## config.mk

```make
export PLATFORM = sky130hd
export DESIGN_NAME = iot_event_encoder_flat
export DESIGN_NICKNAME = d
export VERILOG_FILES = /design/src/rtl/iot_event_encoder_if.sv /design/src/rtl/iot_event_encoder.sv /design/src/flat_wrapper.sv
export SDC_FILE = /design/constraint.sdc
export NUM_CORES = 1
export LEC_CHECK = 0
export BUFFER_PORTS_ARGS = -buffer_cell sky130_fd_sc_hd__buf_2
export CAP_MARGIN = 0
export CORE_ASPECT_RATIO = 0.75
export CORE_UTILIZATION = 35
export CTS_BUF_LIST = sky130_fd_sc_hd__clkbuf_8
export DETAILED_ROUTE_END_ITERATION = 10
export GPL_TIMING_DRIVEN = 0
export PLACE_DENSITY = 0.6
export REMOVE_ABC_BUFFERS = 1
export SYNTH_ARGS = -nofsm -noshare
export SYNTH_HDL_FRONTEND = slang
export SYNTH_SLANG_ARGS = --single-unit
export TNS_END_PERCENT = 5
```

## constraint.sdc

```tcl
create_clock -name clk -period 11.64 [get_ports clk]
set_input_delay 3.492 -clock clk [delete_from_list [all_inputs] [get_ports clk]]
set_output_delay 3.492 -clock clk [all_outputs]
set_load 0.1 [all_outputs]
```

## src/rtl/iot_event_encoder_if.sv

```systemverilog
// Event strobe bundle between the device event encoder and the active-device monitor.
// Latency: none (wires only).
// Backpressure: none; every change pulse must be consumed in the cycle it is presented.
//
// Signals:
//   change  - 1 for one cycle per emitted event
//   on_off  - qualified by change: 1 = device turned on, 0 = turned off
//   evt_id  - device index of the current event, valid when change=1
interface iot_event_encoder_if #(
    parameter int ID_W = 3
);
    logic            change;
    logic            on_off;
    logic [ID_W-1:0] evt_id;

    modport master (output change, output on_off, output evt_id);
    modport slave  (input  change, input  on_off, input  evt_id);
endinterface

```

## src/rtl/iot_event_encoder.sv

```systemverilog
// Turns per-device status level changes into one-cycle change/on_off strobes, serialised round-robin.
// Latency: input change sampled at edge E1 emerges as change=1 after edge E4; one event per clock.
// Backpressure: hold=1 stalls emission; edges keep accumulating (and cancelling) as pending.
//
// Ports:
//   clk, rst    - clock (rising edge), asynchronous active-low reset
//   dev_status  - per-device activity levels, asynchronous to clk
//   hold        - suppress event emission while 1
//   evt         - change / on_off / evt_id strobe bundle (master side)
//   active_cnt  - shadow count of emitted on events minus emitted off events
//   busy        - 1 while any event is pending
module iot_event_encoder #(
    parameter int N_DEV = 8,
    parameter int ID_W  = $clog2(N_DEV)
) (
    input  logic                 clk,
    input  logic                 rst,
    input  logic [N_DEV-1:0]     dev_status,
    input  logic                 hold,
    iot_event_encoder_if.master  evt,
    output logic [7:0]           active_cnt,
    output logic                 busy
);

    // Synchroniser and edge-detect state
    logic [N_DEV-1:0] s1;
    logic [N_DEV-1:0] s2;
    logic [N_DEV-1:0] prev;

    // Pending event masks; never both set for the same device
    logic [N_DEV-1:0] pend_on;
    logic [N_DEV-1:0] pend_off;

    logic [ID_W-1:0]  ptr;

    // Registered outputs
    logic             change_q;
    logic             on_off_q;
    logic [ID_W-1:0]  evt_id_q;
    logic [7:0]       cnt_q;
    logic             busy_q;

    // Combinational signals
    logic [N_DEV-1:0] rise;
    logic [N_DEV-1:0] fall;
    logic [N_DEV-1:0] req;
    logic [N_DEV-1:0] gnt_mask;
    logic [N_DEV-1:0] keep_on;
    logic [N_DEV-1:0] keep_off;
    logic [N_DEV-1:0] nxt_on;
    logic [N_DEV-1:0] nxt_off;
    logic             gnt_vld;
    logic [ID_W-1:0]  gnt_id;
    int               idx;

    assign rise = s2 & ~prev;
    assign fall = ~s2 & prev;
    assign req  = pend_on | pend_off;

    // Round-robin search: first requesting device at or after ptr, wrapping.
    always_comb begin
        gnt_vld = 1'b0;
        gnt_id  = '0;
        idx     = 0;
        if (!hold) begin
            for (int k = 0; k < N_DEV; k++) begin
                idx = int'(ptr) + k;
                if (idx >= N_DEV) begin
                    idx = idx - N_DEV;
                end
                if (!gnt_vld && req[idx]) begin
                    gnt_vld = 1'b1;
                    gnt_id  = ID_W'(idx);
                end
            end
        end
    end

    assign gnt_mask = {{(N_DEV-1){1'b0}}, gnt_vld} << gnt_id;

    // Granted bits are removed before the new edges are applied, so an
    // opposite edge on the granted device becomes a fresh pending event
    // instead of cancelling the one that is leaving this cycle.
    assign keep_on  = pend_on  & ~gnt_mask;
    assign keep_off = pend_off & ~gnt_mask;

    // An opposite edge on an ungranted pending event annihilates it.
    assign nxt_on   = (keep_on  & ~fall) | (rise & ~keep_off);
    assign nxt_off  = (keep_off & ~rise) | (fall & ~keep_on);

    always_ff @(posedge clk or negedge rst) begin
        if (!rst) begin
            s1       <= '0;
            s2       <= '0;
            prev     <= '0;
            pend_on  <= '0;
            pend_off <= '0;
            ptr      <= '0;
            change_q <= 1'b0;
            on_off_q <= 1'b0;
            evt_id_q <= '0;
            cnt_q    <= 8'd0;
            busy_q   <= 1'b0;
        end else begin
            s1       <= dev_status;
            s2       <= s1;
            prev     <= s2;
            pend_on  <= nxt_on;
            pend_off <= nxt_off;
            busy_q   <= |(nxt_on | nxt_off);
            change_q <= gnt_vld;
            if (gnt_vld) begin
                on_off_q <= pend_on[gnt_id];
                evt_id_q <= gnt_id;
                ptr      <= (int'(gnt_id) == N_DEV - 1) ? '0 : gnt_id + ID_W'(1);
                cnt_q    <= pend_on[gnt_id] ? cnt_q + 8'd1 : cnt_q - 8'd1;
            end
        end
    end

    assign evt.change = change_q;
    assign evt.on_off = on_off_q;
    assign evt.evt_id = evt_id_q;
    assign active_cnt = cnt_q;
    assign busy       = busy_q;

endmodule

```

## src/flat_wrapper.sv

```systemverilog
// flat-port wrapper written by rule: the top's interface ports become plain ports
module iot_event_encoder_flat 
#(
    parameter int N_DEV = 8,
    parameter int ID_W  = $clog2(N_DEV)
)
  (clk, rst, dev_status, hold, active_cnt, busy, evt_change, evt_on_off, evt_evt_id);
  iot_event_encoder_if #(.ID_W(ID_W)) evt_i ();
  input  logic clk;
  input  logic rst;
  input  logic [N_DEV-1:0] dev_status;
  input  logic hold;
  output logic [7:0] active_cnt;
  output logic busy;
  output wire logic [$bits(evt_i.change)-1:0] evt_change;
  output wire logic [$bits(evt_i.on_off)-1:0] evt_on_off;
  output wire logic [$bits(evt_i.evt_id)-1:0] evt_evt_id;
  assign evt_change = evt_i.change;
  assign evt_on_off = evt_i.on_off;
  assign evt_evt_id = evt_i.evt_id;
  iot_event_encoder #(.N_DEV(N_DEV), .ID_W(ID_W)) u_core (.clk(clk), .rst(rst), .dev_status(dev_status), .hold(hold), .evt(evt_i), .active_cnt(active_cnt), .busy(busy));
endmodule
```

== Word-level counts from Yosys, hierarchy flattened ==
Cells that the tools add are included.
W data, S select, Z words.
Storage, ports and cells
  memories kept: 0
  output and inout port bits: 14
  register bits after elaboration: 57
  latch bits: 0
  word-level logic and storage cells: 151
  ROM bits: 0
  memory bits (writable): 0
Cells by class
  shifts and indexed selects: 1
  add/sub/neg operators: 18
  bitwise operators: 19
  magnitude comparators: 17
  multiplexer cells: 69
  $mul: 0
  reduce and logical (&&, ||, !) cells: 15
  div/mod/pow operators: 0
  eq/ne operators: 1
Operators with widths (number)
  $mux W32: 16
  $lt A32 B5 Y1 const B: 8
  $ge A32 B5 Y1 const B: 7
  $sub A32 B5 Y32 const B: 7
  $and A8 B8 Y8: 8
  $not A8 Y8: 7
  $mux W1: 33
  $or A8 B8 Y8: 4
  $mux W3: 10
  $bmux W1 S3: 9
  $add A3 B3 Y4 const B: 4
  $add A3 B2 Y4 const B: 2
  $add A8 B1 Y8 const B: 1
  $mux W8: 1
  $reduce_or A8 Y1: 1
  $shl A1 B3 Y8: 1
  $sub A8 B1 Y8 const B: 1
  $logic_and A1 B1 Y1: 7
  $logic_not A1 Y1: 7
  $sub A3 B4 Y5 const B: 1
  $add A3 B1 Y4 const B: 1
  $ge A3 B4 Y1 const B: 1
  $lt A3 B4 Y1 const B: 1
  $add A3 B1 Y3 const B: 1
  $eq A3 B1 Y1 const B: 1

== Logic depth before layout (Yosys ltp) ==
  depth after elaboration: 44
  gate-level depth with buffers: 27
  depth with buffers taken out: 24

== Least setup slack after synthesis ==
Ideal clock, no wire load.
  kind: input port to flip-flop
  start: input port hold
  end: register u_core.cnt_q[7], in the netlist u_core.active_cnt[7]
  data arrival time: 6.413 ns
  buffers on the path: 1
  slack: 5.069 ns
  cell stages on the path: 18
  data required time: 11.482 ns
  cell sequence: or2_1 > or2_1 > buf_6 > inv_2 > mux2i_1 > mux2i_1 > mux2_2 > inv_1 > ha_1 > a21o_1 > a21o_1 > a21o_1 > a21oi_1 > nor2b_1 > o21ai_0 > and3_1 > mux2i_1 > xnor2_1
Between the ends
  cells in the longest elaborated chain, start to end: 4
  elaborated cells between the ends (all ways): 5
  those cells by class: 5 x mux
RTL lines
  start: declaration: line flat_wrapper.sv:12  | input logic hold;
  $mux W3: line iot_event_encoder.sv:65  | if (!hold) begin
  net u_core.gnt_id[1]: line iot_event_encoder.sv:53  | logic [ID_W-1:0] gnt_id;
  $bmux W1 S3: line iot_event_encoder.sv:116  | cnt_q <= pend_on[gnt_id] ? cnt_q + 8'd1 : cnt_q - 8'd1;
  $mux W1 (not written as such): line iot_event_encoder.sv:116
  $mux W8: line iot_event_encoder.sv:116
  end signal: assignment: line iot_event_encoder.sv:116
  end: declaration: line iot_event_encoder.sv:40  | logic [7:0] cnt_q;
The timed path passes the listed nets, and every way through them passes these cells. The select of a mux whose other input is x is not followed.
A chain may end at the register's enable or synchronous reset.

== Final worst setup path ==
  start: register u_core.ptr[0]
  end: register u_core.cnt_q[7], in the netlist u_core.active_cnt[7]
Between the ends
  cells in the longest elaborated chain, start to end: 39
  elaborated cells between the ends (all ways): 105
  those cells by class: 15 x add/sub; 8 x order compare; 68 x mux; 14 x reduce/logical
RTL lines
  start: declaration: line iot_event_encoder.sv:34  | logic [ID_W-1:0] ptr;
  start signal: assignment: line iot_event_encoder.sv:115  | ptr <= (int'(gnt_id) == N_DEV - 1) ? '0 : gnt_id + ID_W'(1);
  branches (longest 34 deep; another with $sub A32 B5 Y32)
  $mux W3 (*): line iot_event_encoder.sv:71  | if (!gnt_vld && req[idx]) begin
  $mux W3 (*): line iot_event_encoder.sv:65
  net u_core.gnt_id[1]: line iot_event_encoder.sv:53
  $bmux W1 S3 (*): line iot_event_encoder.sv:116
  $mux W1 (not written as such) (*): line iot_event_encoder.sv:116
  $mux W8 (*): line iot_event_encoder.sv:116
Mark *: on every way through the listed nets, which the timed path passes. The select of a mux whose other input is x is not followed.

==> results.sh <==
export IMPL_outcome="completed"
export IMPL_path_buf_inv=4
export IMPL_synthTopCellsByArea="dfrtp_1 39%, mux2i_1 4.4%, mux4_2 4.3%"
export IMPL_synth_top_area_cell="dfrtp_1"
export IMPL_fin_setup_tns_ns=0
export IMPL_gr_usage_all_layers=0.165
export IMPL_drt_wirelength_per_cell_um=15.9
export IMPL_hpwl_um=6190
export IMPL_grt_antenna_before_repair=0
export IMPL_cp_top_family="compound AO/OA/AOI/OAI gates"
export IMPL_place_inst=505
export IMPL_die_w_um=120
export IMPL_grt_pass1_wl_um=13700
export IMPL_async_reset_ff_frac=1.00
export IMPL_ff_latch_area_um2=1430
export IMPL_max_stage_delay_ns=0.99
export IMPL_synth_area_per_cell_um2=10.2
export IMPL_cts_inserted_buffers=9
export IMPL_synth_top_cell_area_share=0.391
export IMPL_gp_congestion=0.950
export IMPL_yosys_warnings=0
export IMPL_mostFrequentLayoutCell="dfrtp_1"
export IMPL_vias=2938
export IMPL_path_cells="inv_2 > ha_1 > inv_1 > mux4_2 > a211oi_4 > a21boi_0 > o2111ai_1 > a21oi_1 > or2_1 > inv_2 > mux2i_1 > mux2i_1 > mux2_2 > inv_1 > ha_1 > a21o_1 > a21o_1 > a21o_1 > a21oi_1 > nor2b_1 > o21ai_0 > a21oi_1 > mux2i_1 > xnor2_1"
export IMPL_port_buffers=24
export IMPL_cts_buffer_depth=2
export IMPL_critPathLaunchType="flip-flop"
export IMPL_netlist_instances=358
export IMPL_cts_resized=0
export IMPL_rsz0062_at_grt="false"
export IMPL_synth_distinct_cells=69
export IMPL_final_nets=406
export IMPL_finalNonFillerCells=521
export IMPL_fp_dieH_um=90.4
export IMPL_clk_pin_slew_worst_paths_ns=0.06
export IMPL_die_area_um2=10800
export IMPL_ant_nets=0
export IMPL_first_iter_violations=257
export IMPL_grt_pass1_vias=2708
export IMPL_placed_cell_area_um2=3880
export IMPL_fp_row_count=31
export IMPL_final_cell_mix="57 x dfrtp_1, 34 x nand2_1, 28 x o21ai_0"
export IMPL_ys_seq_elements=57
export IMPL_setup_violations_final=0
export IMPL_grt_overflow_total=0
export IMPL_synth_area_um2=3650
export IMPL_relSlewSlack=0.338
export IMPL_core_area_um2=9890
export IMPL_routed_wl_um=8270
export IMPL_clkLatencyLatePin_ns=0.35
export IMPL_hold_path_class="flip-flop to flip-flop"
export IMPL_numClockSinks=57
export IMPL_ys_dominant_reg_cell="dfrtp_1"
export IMPL_diodes=0
export IMPL_drc_errors=0
export IMPL_fill_cells=975
export IMPL_worstPathRequired_ns=11.91
export IMPL_drv_slew=0
export IMPL_drive_gt1_frac=0.175
export IMPL_via_per_inst=5.64
export IMPL_area_growth_pct=12.8
export IMPL_layout_min_cycle_time_ns=7.09
export IMPL_drt_pass1_iter_count=7
export IMPL_cts_setup_buffers=0
export IMPL_cp_slowest_cell="dfrtp_1"
export IMPL_cts_root_buf="clkbuf_8"
export IMPL_cts_max_level=3
export IMPL_worst_pin_slew_ns=0.994
export IMPL_multi_input_comb_area_um2=2120
export IMPL_clock_skew_ns=0.00768
export IMPL_max_freq_mhz=141
export IMPL_crit_path_end_kind="flip-flop"
export IMPL_period_share=0.609
export IMPL_maxCapViolations=0
export IMPL_synth_edf_count=0
export IMPL_io_pins=25
export IMPL_cts_tree="built"
export IMPL_worstSetupPathType="flip-flop to flip-flop"
export IMPL_worstPathArrival_ns=7.36
export IMPL_final_hold_viol_count=0
export IMPL_cp_max_fo=32
export IMPL_fin_area_um2=4110
export IMPL_cts_hold_buf=0
export IMPL_initial_core_util=0.369
export IMPL_synth_seq_area_share=0.391
export IMPL_grt_max_degree=58
## synth_stat cells, types with 2 or more instances
cell type / number
a2111oi_0: 2
a2111oi_1: 2
a211oi_1: 7
a21boi_0: 2
a21o_1: 14
a21oi_1: 16
a22o_1: 2
a32o_1: 4
a32oi_1: 2
and2_1: 3
buf_2: 4
clkbuf_1: 3
dfrtp_1: 57
ha_1: 10
inv_1: 7
inv_2: 4
mux2_2: 3
mux2i_1: 16
mux4_1: 4
mux4_2: 7
nand2_1: 34
nand2b_1: 13
nand3_1: 7
nand3b_1: 6
nand4_1: 3
nor2_1: 13
nor2b_1: 17
nor3_1: 9
o2111ai_1: 2
o21ai_0: 28
o2bb2ai_1: 4
or2_1: 5
or2_2: 4
or2b_1: 2
or4b_1: 2
xnor2_1: 5
xor2_1: 3
## cell families (layout without fill, tap and decap cells)
logic type,count (synthesis),in the layout,share of synthesized area
AND/OR/NAND/NOR,130,130,0.199
AO/OA/AOI/OAI,99,99,0.191
flip-flops,57,57,0.391
multiplexers,31,31,0.129
buffers and inverters,21,52,0.0261
adder cells (fa/ha/maj),11,11,0.0398
XOR/XNOR,9,9,0.0237
## per-stage QoR
step           setup slack [ns]  hold WS (ns)  utilization
3_3_place_gp               4.53         0.334        0.392
5_1_grt                    4.03         0.353        0.416
3_5_place_dp               4.47         0.335        0.392
2_1_floorplan              5.09         0.331            -
4_1_cts                    4.62         0.347        0.416
6_report                   4.55         0.347        0.416
## metal layers
| metal | share of wire | track usage | vias to the layer above |
|---|---|---|---|
| met3 | 0.074 | 0.0524 | 15 |
| met2 | 0.42 | 0.220 | 95 |
| met5 | 0 | 0 | - |
| li1 | - | - | 1394 |
| met1 | 0.49 | 0.243 | 1434 |
| met4 | 0.020 | 0.0677 | 0 |
## worst paths after layout
path | start | cells past startpoint | slack, ns | endpoint
worst max register to register | u_core.ptr[0] | 24 | 4.55 | u_core.active_cnt[7]
worst min register to register | u_core.s1[1] | 0 | 0.35 | u_core.s2[1]
worst max-delay path | u_core.ptr[0] | 24 | 4.55 | u_core.active_cnt[7]
worst min-delay path | u_core.s1[1] | 0 | 0.35 | u_core.s2[1]
min in group asynchronous | rst | 1 | 3.19 | u_core.prev[6]
max in group asynchronous | rst | 1 | 7.98 | u_core.pend_on[5]
## flip-flops by register name (all words and copies together), names as in the netlist
signal and flops:
u_core.ptr 3, u_core.busy 1, u_core.active_cnt 8, u_core.s1 8, u_core.evt.change 1, u_core.evt.on_off 1
u_core.pend_off 8, u_core.prev 8, u_core.evt.evt_id 3, u_core.pend_on 8, u_core.s2 8
## layout make-up
type / count / area share
clock buffer: 11 / 0.0368
multi-input combinational: 280 / 0.516
sequential: 57 / 0.347
timing repair buffer: 24 / 0.0298
tap: 132 / 0.0401
clock inverter: 5 / 0.0192
inverter: 12 / 0.0109
## worst register-to-register path: stages (launching register included)
cell and delay, ns:
dfrtp_1 0.99, inv_2 0.30, ha_1 0.54, inv_1 0.28, mux4_2 0.63, a211oi_4 0.40, a21boi_0 0.18, o2111ai_1 0.26
a21oi_1 0.15, or2_1 0.35, inv_2 0.21, mux2i_1 0.26, mux2i_1 0.11, mux2_2 0.34, inv_1 0.23, ha_1 0.29
a21o_1 0.17, a21o_1 0.19, a21o_1 0.18, a21oi_1 0.24, nor2b_1 0.07, o21ai_0 0.20, a21oi_1 0.10, mux2i_1 0.22
xnor2_1 0.14
Power is not shown: default switching activity piles up to over one toggle a cycle in this logic, so the estimate is an artifact.
